### src/rtl/sd_cmd_pkg.sv
// Shared encodings for the SD command physical engine: FSM states, response types, widths.
package sd_cmd_pkg;

  localparam int SHORT_RESP_W = 48;
  localparam int CNT_W        = 16;

  typedef enum logic [2:0] {
    ST_IDLE          = 3'd0,
    ST_LOAD_COMMAND  = 3'd1,
    ST_SEND_COMMAND  = 3'd2,
    ST_WAIT_RESPONSE = 3'd3,
    ST_WAIT_BUSY     = 3'd4,
    ST_SEND_RESPONSE = 3'd5,
    ST_WAIT_ACK      = 3'd6
  } state_t;

  typedef enum logic [1:0] {
    RESP_NONE       = 2'd0,
    RESP_SHORT      = 2'd1,
    RESP_LONG       = 2'd2,
    RESP_SHORT_BUSY = 2'd3
  } resp_type_t;

endpackage

### src/rtl/sd_cmd_timeout_counter.sv
// Saturating wait counter with synchronous clear and terminal-count flag; one-cycle update.
// count_next is exported so the caller can register outputs that track the counter.
module sd_cmd_timeout_counter
  import sd_cmd_pkg::*;
#(
  parameter int TERMINAL = 63
) (
  input  logic             sd_clock,
  input  logic             reset,
  input  logic             clear,
  input  logic             enable,
  output logic [CNT_W-1:0] count_next,
  output logic             terminal
);

  localparam logic [CNT_W-1:0] SAT  = '1;
  localparam logic [CNT_W-1:0] TERM = CNT_W'(TERMINAL);

  logic [CNT_W-1:0] count;

  always_comb begin
    count_next = count;
    if (clear) begin
      count_next = '0;
    end else if (enable && (count != SAT)) begin
      count_next = count + CNT_W'(1);
    end
  end

  always_ff @(posedge sd_clock or negedge reset) begin
    if (!reset) begin
      count <= '0;
    end else begin
      count <= count_next;
    end
  end

  assign terminal = (count == TERM);

endmodule

### src/rtl/sd_cmd_phys_engine.sv
// SD command engine: sequences load/send/response/busy/ack with the pad wrapper, retries timeouts.
// Outputs are registered decodes of the next state; host sees strobe_out and must return ack_in.
module sd_cmd_phys_engine
  import sd_cmd_pkg::*;
#(
  parameter int  RESP_WIDTH     = 136,
  parameter int  TIMEOUT_CYCLES = 64,
  parameter int  MAX_RETRIES    = 2,
  parameter int  STP_DELAY      = 1,
  localparam int RC_W           = (MAX_RETRIES > 0) ? $clog2(MAX_RETRIES + 1) : 1
) (
  input  logic                  sd_clock,
  input  logic                  reset,
  input  logic                  strobe_in,
  input  logic                  ack_in,
  input  logic                  idle_in,
  input  logic [1:0]            resp_type_in,
  input  logic [RESP_WIDTH-1:0] pad_response,
  input  logic                  transmission_complete,
  input  logic                  reception_complete,
  input  logic                  busy_in,
  output logic                  strobe_out,
  output logic                  ack_out,
  output logic [RESP_WIDTH-1:0] response,
  output logic                  cmd_timeout,
  output logic [RC_W-1:0]       retry_count,
  output logic                  reset_wrapper,
  output logic                  pad_state,
  output logic                  pad_enable,
  output logic                  enable_pts_wrapper,
  output logic                  enable_stp_wrapper,
  output logic                  load_send
);

  localparam logic [RESP_WIDTH-1:0] SHORT_MASK =
    {{(RESP_WIDTH - SHORT_RESP_W){1'b0}}, {SHORT_RESP_W{1'b1}}};

  state_t           state, next_state;
  resp_type_t       resp_type_q;
  logic             capture, retry_now, timeout_now;
  logic             stay_waiting, retry_avail, stp_on;
  logic [CNT_W-1:0] cnt_next;
  logic             cnt_tc;

  assign retry_avail = (32'(retry_count) < 32'(MAX_RETRIES));

  always_ff @(posedge sd_clock or negedge reset) begin
    if (!reset) begin
      state <= ST_IDLE;
    end else begin
      state <= next_state;
    end
  end

  always_comb begin
    next_state  = state;
    capture     = 1'b0;
    retry_now   = 1'b0;
    timeout_now = 1'b0;
    case (state)
      ST_IDLE: begin
        if (strobe_in) next_state = ST_LOAD_COMMAND;
      end
      ST_LOAD_COMMAND: next_state = ST_SEND_COMMAND;
      ST_SEND_COMMAND: begin
        if (transmission_complete) begin
          next_state = (resp_type_q == RESP_NONE) ? ST_SEND_RESPONSE : ST_WAIT_RESPONSE;
        end
      end
      ST_WAIT_RESPONSE: begin
        // A response landing on the terminal cycle is still accepted.
        if (reception_complete) begin
          capture    = 1'b1;
          next_state = (resp_type_q == RESP_SHORT_BUSY) ? ST_WAIT_BUSY : ST_SEND_RESPONSE;
        end else if (cnt_tc) begin
          if (retry_avail) begin
            retry_now  = 1'b1;
            next_state = ST_LOAD_COMMAND;
          end else begin
            timeout_now = 1'b1;
            next_state  = ST_SEND_RESPONSE;
          end
        end
      end
      ST_WAIT_BUSY: begin
        if (!busy_in) begin
          next_state = ST_SEND_RESPONSE;
        end else if (cnt_tc) begin
          timeout_now = 1'b1;
          next_state  = ST_SEND_RESPONSE;
        end
      end
      ST_SEND_RESPONSE: next_state = ST_WAIT_ACK;
      ST_WAIT_ACK: begin
        if (ack_out) next_state = ST_IDLE;
      end
      default: next_state = ST_IDLE;
    endcase
    if (idle_in) begin
      next_state  = ST_IDLE;
      capture     = 1'b0;
      retry_now   = 1'b0;
      timeout_now = 1'b0;
    end
  end

  // Counter restarts on every entry into a waiting state, so busy wait reuses it cleanly.
  assign stay_waiting = (next_state == state) &&
                        ((state == ST_WAIT_RESPONSE) || (state == ST_WAIT_BUSY));

  sd_cmd_timeout_counter #(
    .TERMINAL (TIMEOUT_CYCLES - 1)
  ) u_timeout (
    .sd_clock   (sd_clock),
    .reset      (reset),
    .clear      (!stay_waiting),
    .enable     (stay_waiting),
    .count_next (cnt_next),
    .terminal   (cnt_tc)
  );

  assign stp_on = (next_state == ST_WAIT_RESPONSE) && (32'(cnt_next) >= 32'(STP_DELAY));

  always_ff @(posedge sd_clock or negedge reset) begin
    if (!reset) begin
      resp_type_q        <= RESP_NONE;
      retry_count        <= '0;
      cmd_timeout        <= 1'b0;
      response           <= '0;
      strobe_out         <= 1'b0;
      ack_out            <= 1'b0;
      reset_wrapper      <= 1'b1;
      pad_state          <= 1'b0;
      pad_enable         <= 1'b0;
      enable_pts_wrapper <= 1'b0;
      enable_stp_wrapper <= 1'b0;
      load_send          <= 1'b0;
    end else begin
      if ((state == ST_IDLE) && strobe_in && !idle_in) begin
        resp_type_q <= resp_type_t'(resp_type_in);
      end

      if ((next_state == ST_IDLE) || (state == ST_IDLE)) begin
        retry_count <= '0;
      end else if (retry_now) begin
        retry_count <= retry_count + RC_W'(1);
      end

      if (next_state == ST_IDLE) begin
        cmd_timeout <= 1'b0;
      end else if (timeout_now) begin
        cmd_timeout <= 1'b1;
      end

      // Busy timeout keeps the captured response; a missing response reports zero.
      if (next_state == ST_IDLE) begin
        response <= '0;
      end else if (capture) begin
        response <= (resp_type_q == RESP_LONG) ? pad_response : (pad_response & SHORT_MASK);
      end else if (timeout_now && (state == ST_WAIT_RESPONSE)) begin
        response <= '0;
      end

      reset_wrapper      <= (next_state == ST_IDLE) || retry_now;
      pad_state          <= (next_state == ST_LOAD_COMMAND) || (next_state == ST_SEND_COMMAND);
      enable_pts_wrapper <= (next_state == ST_LOAD_COMMAND) || (next_state == ST_SEND_COMMAND);
      pad_enable         <= (next_state == ST_LOAD_COMMAND) || (next_state == ST_SEND_COMMAND) ||
                            (next_state == ST_WAIT_RESPONSE);
      load_send          <= (next_state == ST_SEND_COMMAND);
      enable_stp_wrapper <= stp_on;
      strobe_out         <= (next_state == ST_SEND_RESPONSE);
      ack_out            <= (state == ST_WAIT_ACK) && (next_state == ST_WAIT_ACK) && ack_in;
    end
  end

endmodule

### config.mk
export PLATFORM = sky130hd
export DESIGN_NAME = sd_cmd_phys_engine
export DESIGN_NICKNAME = d
export VERILOG_FILES = /design/src/rtl/sd_cmd_pkg.sv /design/src/rtl/sd_cmd_timeout_counter.sv /design/src/rtl/sd_cmd_phys_engine.sv
export SDC_FILE = /design/constraint.sdc
export NUM_CORES = 1
export LEC_CHECK = 0
export BUFFER_PORTS_ARGS = -buffer_cell sky130_fd_sc_hd__buf_2
export CAP_MARGIN = 10
export CORE_MARGIN = 3
export CORE_UTILIZATION = 43
export DETAILED_ROUTE_END_ITERATION = 16
export PLACE_DENSITY = 0.8
export SYNTH_ARGS = -nofsm -noshare
export SYNTH_HDL_FRONTEND = slang
export SYNTH_HIERARCHICAL = 1
export SYNTH_SLANG_ARGS = --single-unit
### constraint.sdc
create_clock -name sd_clock -period 2.8 [get_ports sd_clock]
set_input_delay 0.42 -clock sd_clock [delete_from_list [all_inputs] [get_ports sd_clock]]
set_output_delay 0.42 -clock sd_clock [all_outputs]
set_load 0.1 [all_outputs]
==> results.yml, run 1 <==
synthesis:
  synth_area_um2: 6581
  synth-simple-area-share_pct: 8.536
  seq_area_frac_synth_pct: 63.52
  synthTopCellsByArea: "dfrtp_1, a22o_1, buf_2"
  synth_flop_cell: "dfrtp_1"
  yosys.area.top_type: "dfrtp_1"
  syn_inst: 486
  synth_top_family_by_area: "compound AO/OA/AOI/OAI gates"
  synthAdderAreaFrac_pct: 0.1901
  synth_warnings: 6
  muxShareOfSynthArea_pct: 0.6464
  netlist.area_leader.share_pct: 63.12
  synth_compound_gate_area_share_pct: 23.46
  synthXorXnorAreaFrac_pct: 0.2662
  syn_nets: 633
  synth_edf_count: 0
  async_flop_share_pct: 100.0
  ys_ff_latch: 167
  yosys.cell_types.count: 56
  syn_area_per_cell_um2: 13.54
pwr:
  cellLeakagePower_nw: 5.042
  p_per_area_nw_per_um2: 671.1
  peakVddDrop_mv: 0.3571
run_status:
  status: "finished with violations"
  violations: "negative setup slack"
worst_setup_path:
  slowest_delay_ns: 0.51
  end_kind: "flop"
  cp_max_fo: 8
  cpMostUsedCell: "nor4_1"
  crit_type: "reg2reg"
  required_ns: 3.12
  cp_slowest_cell: "or4_4"
  crit_chain: "nor4bb_4 > a31oi_1 > or3_4 > inv_2 > and3_4 > nand4_4 > or4_4 > a21oi_2 > nor4_1 > nand4_1 > o21ai_0 > nor4_1"
  start_kind: "flop"
  cp.arrival_ns: 3.16
global_route:
  gr-total-overflow: 0
  grt_max_degree: 89
  track_usage_pct: 20.81
  antenna_found_initial: 0
  grt_pass1_vias: 5244
  grt_pass1_wl_mm: 27.58
final_layout:
  area_delta_synth_final_pct: 41.14
  layout_common_cells: "buf_2, dfrtp_1, a22o_1"
  nNetsFinal: 953
  multi_input_area_um2: 2308
  drive_gt1_share_pct: 49.08
  fillers: 1165
  ff_latch_area_um2: 4180
  final_common_cell: "buf_2"
  fin_area_um2: 9289
  n_antenna_cell: 0
cts:
  root_buffer: "clkbuf_16"
  clk_latency_ns: 0.43
  numCtsBuffers: 17
  cts_max_path_buffers: 2
  cts_tree: "built"
  cts_hold_buffers: 0
  clkTransAtPathRegs_ns: 0.06
  cts_max_level: 4
  clock-sinks: 167
timing:
  slew_violations: 0
  period_minus_slack_ns: 2.838
  fin_skew_ns: 0.01020
  fmax_mhz: 352.3
  finalWorstSetupSlack_ns: -0.03821
  final-hold-violation-count: 0
  rsz0062_at_grt: "yes"
  hold_ws_ns: 0.006307
  min_period_over_period_pct: 101.4
  tightestPinTransition_ns: 0.6295
  setup_viol: 1
  max-slew-margin-rel_pct: 58.04
detailed_routing:
  wl_mm: 18.51
  num_vias: 5567
  drt-wirelength-per-cell_um: 18.45
  drc_errors: 0
  via_per_inst: 5.550
  dr.first_iter.drc_count: 448
  firstDrtPassIters: 4
  ant_nets: 0
placement:
  place_area_um2: 8522
  dp_hpwl_mm: 13.11
  io_buffers: 292
  gp_congestion: 0.8805
die:
  core_area_um2: 14750
  dieArea_um2: 16830
  die_h_um: 129.7
  die_x_um: 129.7
  start_util_pct: 44.61
  ios: 293
  rows: 44
min_path:
  worstHoldPathType: "in2async"
flow_run:
  drv_cap: 0
[worst paths after layout]
| kind | cells past startpoint | to | slack [ns] | startpoint |
|---|---|---|---|---|
| setup / recovery | 12 | enable_stp_wrapper | -0.04 | state[1] |
| hold / removal | 1 | load_send | 0.006 | reset |
| setup reg to reg | 12 | enable_stp_wrapper | -0.04 | state[1] |
| hold reg to reg | 1 | response[14] | 0.50 | response[14] |
| max in group asynchronous | 2 | response[52] | 2.08 | reset |
| min in group sd_clock | 2 | response[3] | 0.20 | pad_response[3] |
[cell type report]
type | instances | share of cell area (%)
clock inverters | 13 | 1.980
repair buffers | 338 | 20.68
flip-flops and latches | 167 | 45.00
inverters | 6 | 0.2425
well taps | 184 | 2.478
clock buffers | 19 | 4.768
multi-input cells | 276 | 24.85
[repair_timing]
item	CTS	global route
buffers inserted	1	2
endpoints found under the hold margin	0	0
gates cloned	0	1
pin swaps	7	4
setup endpoints to repair	1	54
resized for setup	9	9
[synth_stat cells (2+ instances only)]
cell	n
a211oi_1	4
a21oi_1	14
a22o_1	136
a31oi_1	6
a32oi_1	2
and2_1	2
and3_1	4
buf_1	2
buf_2	15
buf_6	5
clkbuf_1	13
dfrtp_1	166
inv_1	6
mux2_2	2
mux2i_1	2
nand2_1	8
nand2b_1	2
nand3_1	4
nand3b_1	4
nand4_1	6
nand4_2	3
nor2_1	10
nor2b_1	2
nor3_1	4
nor3b_1	3
nor4_1	10
o21a_1	2
o21ai_0	6
o31ai_1	6
or3_1	5
or4_1	6
xor2_1	2
[through the flow]
stage	TNS [ns]	setup WS [ns]	cells	utilization, %	power, mW
after CTS	-0.01846	-0.01846	1000	62.39	6.219
after global routing	-1.765	-0.2032	1003	62.96	6.485
after floorplan	0	0.03122	486	-	3.344
after global placement	-0.05027	-0.05027	967	57.76	3.730
after detailed placement	-0.1121	-0.1121	967	57.76	3.739
final	-0.03821	-0.03821	1003	62.96	6.234
[critical path, delay by kind of cell (launching register included)]
kind | cells | cell delay (ns)
and+or+nand+nor | 8 | 1.89
DFF | 1 | 0.40
buffers and inverters | 1 | 0.10
AOI/OAI and AO/OA | 3 | 0.34
[routing by layer]
layer | share of wire (%) | global-route usage [%] | up-vias
met5 | 0 | 0 | -
met4 | 2.3 | 6.907 | 0
met3 | 6.0 | 5.035 | 35
met2 | 50 | 34.46 | 218
met1 | 42 | 27.13 | 2763
li1 | - | - | 2551
[kinds of logic after synthesis]
logic type	count (synthesis)
AOI/OAI and AO/OA	184
DFF	167
and+or+nand+nor	85
buffers and inverters	43
muxes	4
xor gates and xnor gates	2
adders and majority gates	1
[flip-flops by register name (all words and copies together) (netlist names), 2 cells and up]
signal           cells
resp_type_q          2
response           136
retry_count          2
state                3
u_timeout/count     16
[report_power, final]
part / internal, mW / switching, mW
clock: 1.46 / 1.01
combinational: 0.400 / 0.848
sequential: 2.48 / 0.0425
total: 4.34 / 1.90
(Power assumes the default switching activity.)
==> run 2, diff against run 1 <==
--- a/config.mk
+++ b/config.mk
@@ -5,12 +5,13 @@
 export SDC_FILE = /design/constraint.sdc
 export NUM_CORES = 1
 export LEC_CHECK = 0
-export BUFFER_PORTS_ARGS = -buffer_cell sky130_fd_sc_hd__buf_2
+export ABC_AREA = 1
 export CAP_MARGIN = 10
 export CORE_MARGIN = 3
-export CORE_UTILIZATION = 43
+export CORE_UTILIZATION = 50
 export DETAILED_ROUTE_END_ITERATION = 16
-export PLACE_DENSITY = 0.8
+export DONT_BUFFER_PORTS = 1
+export PLACE_DENSITY = 0.71
 export SYNTH_ARGS = -nofsm -noshare
 export SYNTH_HDL_FRONTEND = slang
 export SYNTH_HIERARCHICAL = 1
==> run 2 against run 1 <==
  * The run ends with negative hold slack, negative setup slack left
  * Sequential cell count unchanged
  * Critical path type unchanged
  * Largest power group unchanged
  * Register-to-register slack got worse by 0.06 ns
  * Clock-buffer cell count rose by 2
  * Sequential share of layout area up 5.1 points
  * Final area is 10% lower
  * Synthesized area up 9.9%
  * Total power fell by 9.7%
==> results.yml, run 2 <==
die:
  ios: 293
  die_x_um: 126.3
  core_area_um2: 14040
  dieArea_um2: 15950
  start_util_pct: 51.53
  rows: 43
  die_h_um: 126.3
final_layout:
  drive_gt1_share_pct: 13.18
  biggestRegsByFlops: "response (136), u_timeout/count (16), state (3)"
  n_antenna_cell: 0
  layout_common_cells: "nand2_1, nand3_1, dfrtp_1"
  top_register: "response"
  largest_reg_flops: 136
  nNetsFinal: 1031
  fin_area_um2: 8346
  fin_util_pct: 59.43
  area_delta_synth_final_pct: 15.34
  final_common_cell: "nand2_1"
timing:
  rsz0062_at_grt: "yes"
  max-slew-margin-rel_pct: 32.07
  period_minus_slack_ns: 2.897
  fin_skew_ns: 0.01231
  fmax_mhz: 345.2
  slew_violations: 0
  min_period_over_period_pct: 103.5
  finalWorstSetupSlack_ns: -0.09698
  tightestPinTransition_ns: 1.019
  hold_ws_ns: -0.3018
  setup_viol: 1
  final-hold-violation-count: 167
cts:
  clock-sinks: 167
  root_buffer: "clkbuf_16"
  cts_max_path_buffers: 2
  numCtsBuffers: 17
  cts_max_level: 4
  clk_latency_ns: 0.42
  clkTransAtPathRegs_ns: 0.06
  cts_tree: "built"
global_route:
  globalRouteMet3Util_pct: 8.168
  track_usage_pct: 22.84
  grt_use_met1_pct: 28.77
  grtUsageMet2_pct: 36.93
  grt_pass1_vias: 5708
  grt_max_degree: 168
  grt_pass1_wl_mm: 29.17
  grt_busiest_layer: "met2"
  antenna_found_initial: 0
  gr-total-overflow: 0
synthesis:
  seq_area_frac_synth_pct: 57.77
  post-synth-top-count-cell: "nand2_1"
  yosys.cell_types.count: 32
  ys_ff_latch: 167
  synthTopCellsByArea: "dfrtp_1, nand2_1, nand3_1"
  synth_area_um2: 7236
  syn_inst: 863
  syn_area_per_cell_um2: 8.384
  async_flop_share_pct: 100.0
  netlist.area_leader.share_pct: 57.41
  synth_flop_cell: "dfrtp_1"
  synth_commonest_cells: "nand2_1, nand3_1, dfrtp_1, nor2_1, inv_1"
  synth_edf_count: 0
  syn_nets: 1010
  yosys.area.top_type: "dfrtp_1"
  synth_warnings: 6
pwr:
  cellLeakagePower_nw: 4.498
  power_mw: 5.628
  peakVddDrop_mv: 0.4073
  p_per_area_nw_per_um2: 674.3
worst_setup_path:
  required_ns: 3.08
  crit_start: "u_timeout/count[10]"
  cp.depth: 19
  cp_max_fo: 4
  cp.arrival_ns: 3.18
  cp_slowest_cell: "dfrtp_1"
  crit_chain: "nor4_4 > nand2_1 > nor3_2 > buf_4 > o21ai_0 > nand3_1 > nand3_1 > nand2_1 > nand2_1 > nand3_2 > nor2_4 > buf_4 > nand2_1 > inv_1 > a21oi_2 > nor2_1 > nor4_2 > and2_1 > a31oi_1"
  start_kind: "flop"
  ff2ff_path_depth: 19
  crit_type: "reg2reg"
  slowest_delay_ns: 0.41
  cpMostUsedCell: "nand2_1"
  cp_top_family: "simple AND/OR/NAND/NOR gates"
  crit_end: "enable_stp_wrapper"
  rr_endpoint: "enable_stp_wrapper"
  rrSetupSlack_ns: -0.1
  end_kind: "flop"
  regToRegStartpoint: "u_timeout/count[10]"
  crit_buf_inv: 3
detailed_routing:
  wl_mm: 18.35
  drt-wirelength-per-cell_um: 17.07
  drc_errors: 0
  via_per_inst: 5.382
  num_vias: 5786
  dr.first_iter.drc_count: 349
  firstDrtPassIters: 5
  ant_nets: 0
placement:
  pre_cts_ws_ns: -0.3298
  gp_congestion: 0.8572
  place_area_um2: 7670
  dp_hpwl_mm: 12.71
  io_buffers: 0
min_path:
  worstHoldPathType: "in2async"
run_status:
  violations: "negative hold slack, negative setup slack"
  status: "finished with violations"
flow_run:
  drv_cap: 0
run 2: cell count changes after synthesis, moves of 6 or more:
| cell | delta |
|---|---|
| or4_1 | -6 |
| a22o_1 | -136 |
| inv_1 | +30 |
| nand2_1 | +334 |
| nand3_1 | +164 |
| buf_1 | +6 |
| buf_2 | +7 |
| nor2_1 | +37 |
| o31ai_1 | -6 |
run 2: final cells by class:
| type | instances | area (µm²) |
|---|---|---|
| clock buffer | 21 | 460.4 |
| inverter | 40 | 152.6 |
| timing repair buffer | 49 | 442.9 |
| sequential | 167 | 4184 |
| clock inverter | 9 | 117.6 |
| tap | 180 | 225.2 |
| fill | 1233 | 5697 |
| multi-input combinational | 609 | 2763 |
run 2: where the power goes:
group / total [mW] / internal (mW) / switching [mW]
registers: 2.82 / 2.47 / 0.351
logic: 0.514 / 0.155 / 0.359
clock network: 2.30 / 1.36 / 0.935
run 2: cells by family (layout without fill, tap and decap cells):
family / count (synthesis) / in the layout / share of synthesized area [%]
buffers and inverters: 87 / 119 / 5.309
multiplexers: 1 / 1 / 0.1556
flip-flops: 167 / 167 / 57.77
AND/OR/NAND/NOR: 584 / 584 / 34.84
adder cells (fa/ha/maj): 1 / 1 / 0.1729
AO/OA/AOI/OAI: 21 / 21 / 1.504
XOR/XNOR: 2 / 2 / 0.2421
run 2: what timing repair did:
item	CTS	global route
buffers inserted	2	1
setup endpoints to repair	1	9
hold endpoints to repair	167	167
pin swaps	12	6
gates resized for setup	12	8
run 2: worst min path at each step:
| stage | from | endpoint | slack [ns] |
|---|---|---|---|
| detailed placement | reset | response[119] | 0.13 |
| finish | reset | ack_out | -0.30 |
| floorplan | reset | ack_out | 0.12 |
| global placement | reset | response[124] | 0.13 |
| CTS | reset | enable_pts_wrapper | -0.33 |
| global route | reset | ack_out | -0.33 |
run 2: stage by stage:
| stage | TNS [ns] | hold slack (ns) | instances |
|---|---|---|---|
| after global routing | -0.3490 | -0.3336 | 1075 |
| after floorplan | 0 | 0.1244 | 863 |
| after detailed placement | -0.3298 | 0.1303 | 1042 |
| after global placement | -0.2132 | 0.1309 | 1042 |
| after CTS | -0.1104 | -0.3271 | 1074 |
| final | -0.09698 | -0.3018 | 1075 |
run 2: worst reg2reg max path, stage by stage, from the launching register on:
cell and delay [ns]:
dfrtp_1 0.41, nor4_4 0.30, nand2_1 0.13, nor3_2 0.19, buf_4 0.15, o21ai_0 0.07, nand3_1 0.09, nand3_1 0.11
nand2_1 0.11, nand2_1 0.09, nand3_2 0.11, nor2_4 0.06, buf_4 0.12, nand2_1 0.05, inv_1 0.06, a21oi_2 0.14
nor2_1 0.08, nor4_2 0.24, and2_1 0.18, a31oi_1 0.09
run 2: layer usage:
| metal | share of wire [%] | wire length [µm] | up-vias |
|---|---|---|---|
| met1 | 40 | 7375 | 2750 |
| li1 | - | - | 2794 |
| met3 | 8.6 | 1584 | 21 |
| met5 | 0 | 0 | - |
| met4 | 1.4 | 260 | 0 |
| met2 | 50 | 9133 | 221 |
==> run 3, diff against run 2 <==
--- a/config.mk
+++ b/config.mk
@@ -7,6 +7,7 @@
 export LEC_CHECK = 0
 export ABC_AREA = 1
 export CAP_MARGIN = 10
+export CORE_ASPECT_RATIO = 0.75
 export CORE_MARGIN = 3
 export CORE_UTILIZATION = 50
 export DETAILED_ROUTE_END_ITERATION = 16
==> run 3 against run 2 <==
  * The flow still finishes with violations (negative hold slack, negative setup slack)
  * Sequential cell count did not move
  * Final area grew 2.6%
  * Global-route usage is 0.36 points higher
  * Utilization up 2.0 points
  * Total power rose by 0.59%
  * Die area about the same
  * Clock skew about the same
  * Combinational power rose by 12%
  * Clock power barely moved
  * Wire length rose by 5.7%
  * First-iteration DRC count rose by 22%
  * Highest routed layer unchanged
==> results.yml, run 3 (synthesized netlist as in run 2, its figures left out) <==
pwr:
  power_mw: 5.661
  seqPwrFrac_pct: 49.7
  peakVddDrop_mv: 0.3815
  power.share.clock_pct: 40.1
  combPwrFrac_pct: 10.1
  p_int_mw: 3.937
  cellLeakagePower_nw: 4.600
  switching_share_pct: 30.45
  switchingPower_mw: 1.724
  p_per_area_nw_per_um2: 661.1
flow_run:
  drv_cap: 0
final_layout:
  drive_gt1_share_pct: 16.59
  fin_util_pct: 61.45
  layout_common_cells: "nand2_1, dfrtp_1, nand3_1"
  largest_reg_flops: 136
  final_common_cell: "nand2_1"
  nNetsFinal: 1052
  top_register: "response"
  fillers: 1165
  fin_area_um2: 8563
  area_delta_synth_final_pct: 18.35
  final_cells: 1111
  biggestRegsByFlops: "response (136), u_timeout/count (16), state (3)"
  n_antenna_cell: 0
cts:
  cts_tree: "built"
  clock-sinks: 167
  clkTransAtPathRegs_ns: 0.07
  numCtsBuffers: 17
  cts_max_level: 4
  clk_latency_ns: 0.42
  cts_max_path_buffers: 2
  root_buffer: "clkbuf_16"
timing:
  final-hold-violation-count: 167
  hold_ws_ns: -0.3104
  setup_viol: 1
  period_minus_slack_ns: 2.955
  min_period_over_period_pct: 105.5
  tns_ns: -0.1552
  max-slew-margin-rel_pct: 33.32
  rsz0062_at_grt: "yes"
  finalWorstSetupSlack_ns: -0.1552
  fin_skew_ns: 0.01242
  fmax_mhz: 338.4
  tightestPinTransition_ns: 1.000
  slew_violations: 0
placement:
  pre_cts_ws_ns: -0.3161
  gp_congestion: 0.8955
  place_area_um2: 7751
  placedCellCount: 1067
  io_buffers: 0
  dp_hpwl_mm: 13.54
die:
  rows: 37
  start_util_pct: 51.93
  die_h_um: 110.2
  die_x_um: 144.9
  dieArea_um2: 15970
  ios: 293
  core_area_um2: 13930
global_route:
  globalRouteMet3Util_pct: 8.950
  grt_pass1_vias: 5533
  track_usage_pct: 23.20
  grtUsageMet2_pct: 36.78
  gr-total-overflow: 0
  grt_pass1_wl_mm: 29.44
  grt_use_met1_pct: 31.05
  antenna_found_initial: 0
  grt_max_degree: 168
  grt_busiest_layer: "met2"
detailed_routing:
  wl_mm: 19.40
  drc_errors: 0
  firstDrtPassIters: 5
  num_vias: 5937
  dr.first_iter.drc_count: 426
  drt-wirelength-per-cell_um: 17.46
  ant_nets: 0
  via_per_inst: 5.344
worst_setup_path:
  rrSetupSlack_ns: -0.16
  regToRegStartpoint: "u_timeout/count[9]"
  crit_type: "reg2reg"
  slowest_delay_ns: 0.38
  cp_max_fo: 6
  crit_chain: "nor4_2 > nand2_1 > nor3_2 > buf_4 > nor2_2 > nand2_1 > nand2_1 > nand2_2 > o21ai_2 > nand2_1 > nand3_2 > nor2_4 > inv_2 > nor2_4 > nand2_1 > nand2_1 > nor2_1 > nor4_1 > and2_1 > a31oi_1"
  end_kind: "flop"
  crit_start: "u_timeout/count[9]"
  required_ns: 3.09
  cpMostUsedCell: "nand2_1"
  cp_top_family: "simple AND/OR/NAND/NOR gates"
  cp_slowest_cell: "dfrtp_1"
  crit_buf_inv: 2
  start_kind: "flop"
  cp.arrival_ns: 3.25
run_status:
  status: "finished with violations"
  violations: "negative hold slack, negative setup slack"
min_path:
  worstHoldPathType: "in2async"
[run 3: cell types whose count changed in the layout (fill, tap and decap cells not counted), sizes merged]
cell	before	now
inv	43	45
clkinvlp	3	2
bufinv	2	1
clkbuf	21	19
clkinv	1	3
buf	49	70
[run 3: power by group through the flow]
stage	Sequential, mW	Combinational [mW]	Clock (mW)
after detailed placement	2.86	0.503	0
final	2.81	0.574	2.27
after CTS	2.82	0.538	2.31
after global placement	2.86	0.501	0
after floorplan	2.81	0.414	0
after global routing	2.82	0.628	2.43
[run 3: per-layer routing]
metal,vias up,wire length [µm]
met4,0,193
met2,218,9506
li1,2843,-
met3,16,1587
met1,2860,8112
met5,-,0
[run 3: what timing repair did]
item | 4_1_cts | 5_1_grt
endpoints found under the hold margin | 167 | 167
resized for setup | 17 | 21
pin swaps | 8 | 5
setup buffers | 8 | 6
setup endpoints to repair | 2 | 4
[run 3: path summary, 6_finish.rpt]
kind / to / depth (start not counted)
setup / recovery: enable_stp_wrapper / 20
hold / removal: response[92] / 0
setup reg to reg: enable_stp_wrapper / 20
hold reg to reg: ack_out / 2
max in group asynchronous: reset_wrapper / 0
min in group sd_clock: response[16] / 2
[run 3: area by class of cell]
| class | instances | area [µm²] | area share, % |
|---|---|---|---|
| Tap cell | 195 | 244.0 | 2.849 |
| Clock buffer | 19 | 452.9 | 5.289 |
| Multi-Input combinational cell | 609 | 2813 | 32.85 |
| Inverter | 40 | 157.7 | 1.841 |
| Clock inverter | 11 | 116.4 | 1.359 |
| Timing Repair Buffer | 70 | 595.6 | 6.955 |
| Sequential cell | 167 | 4184 | 48.86 |
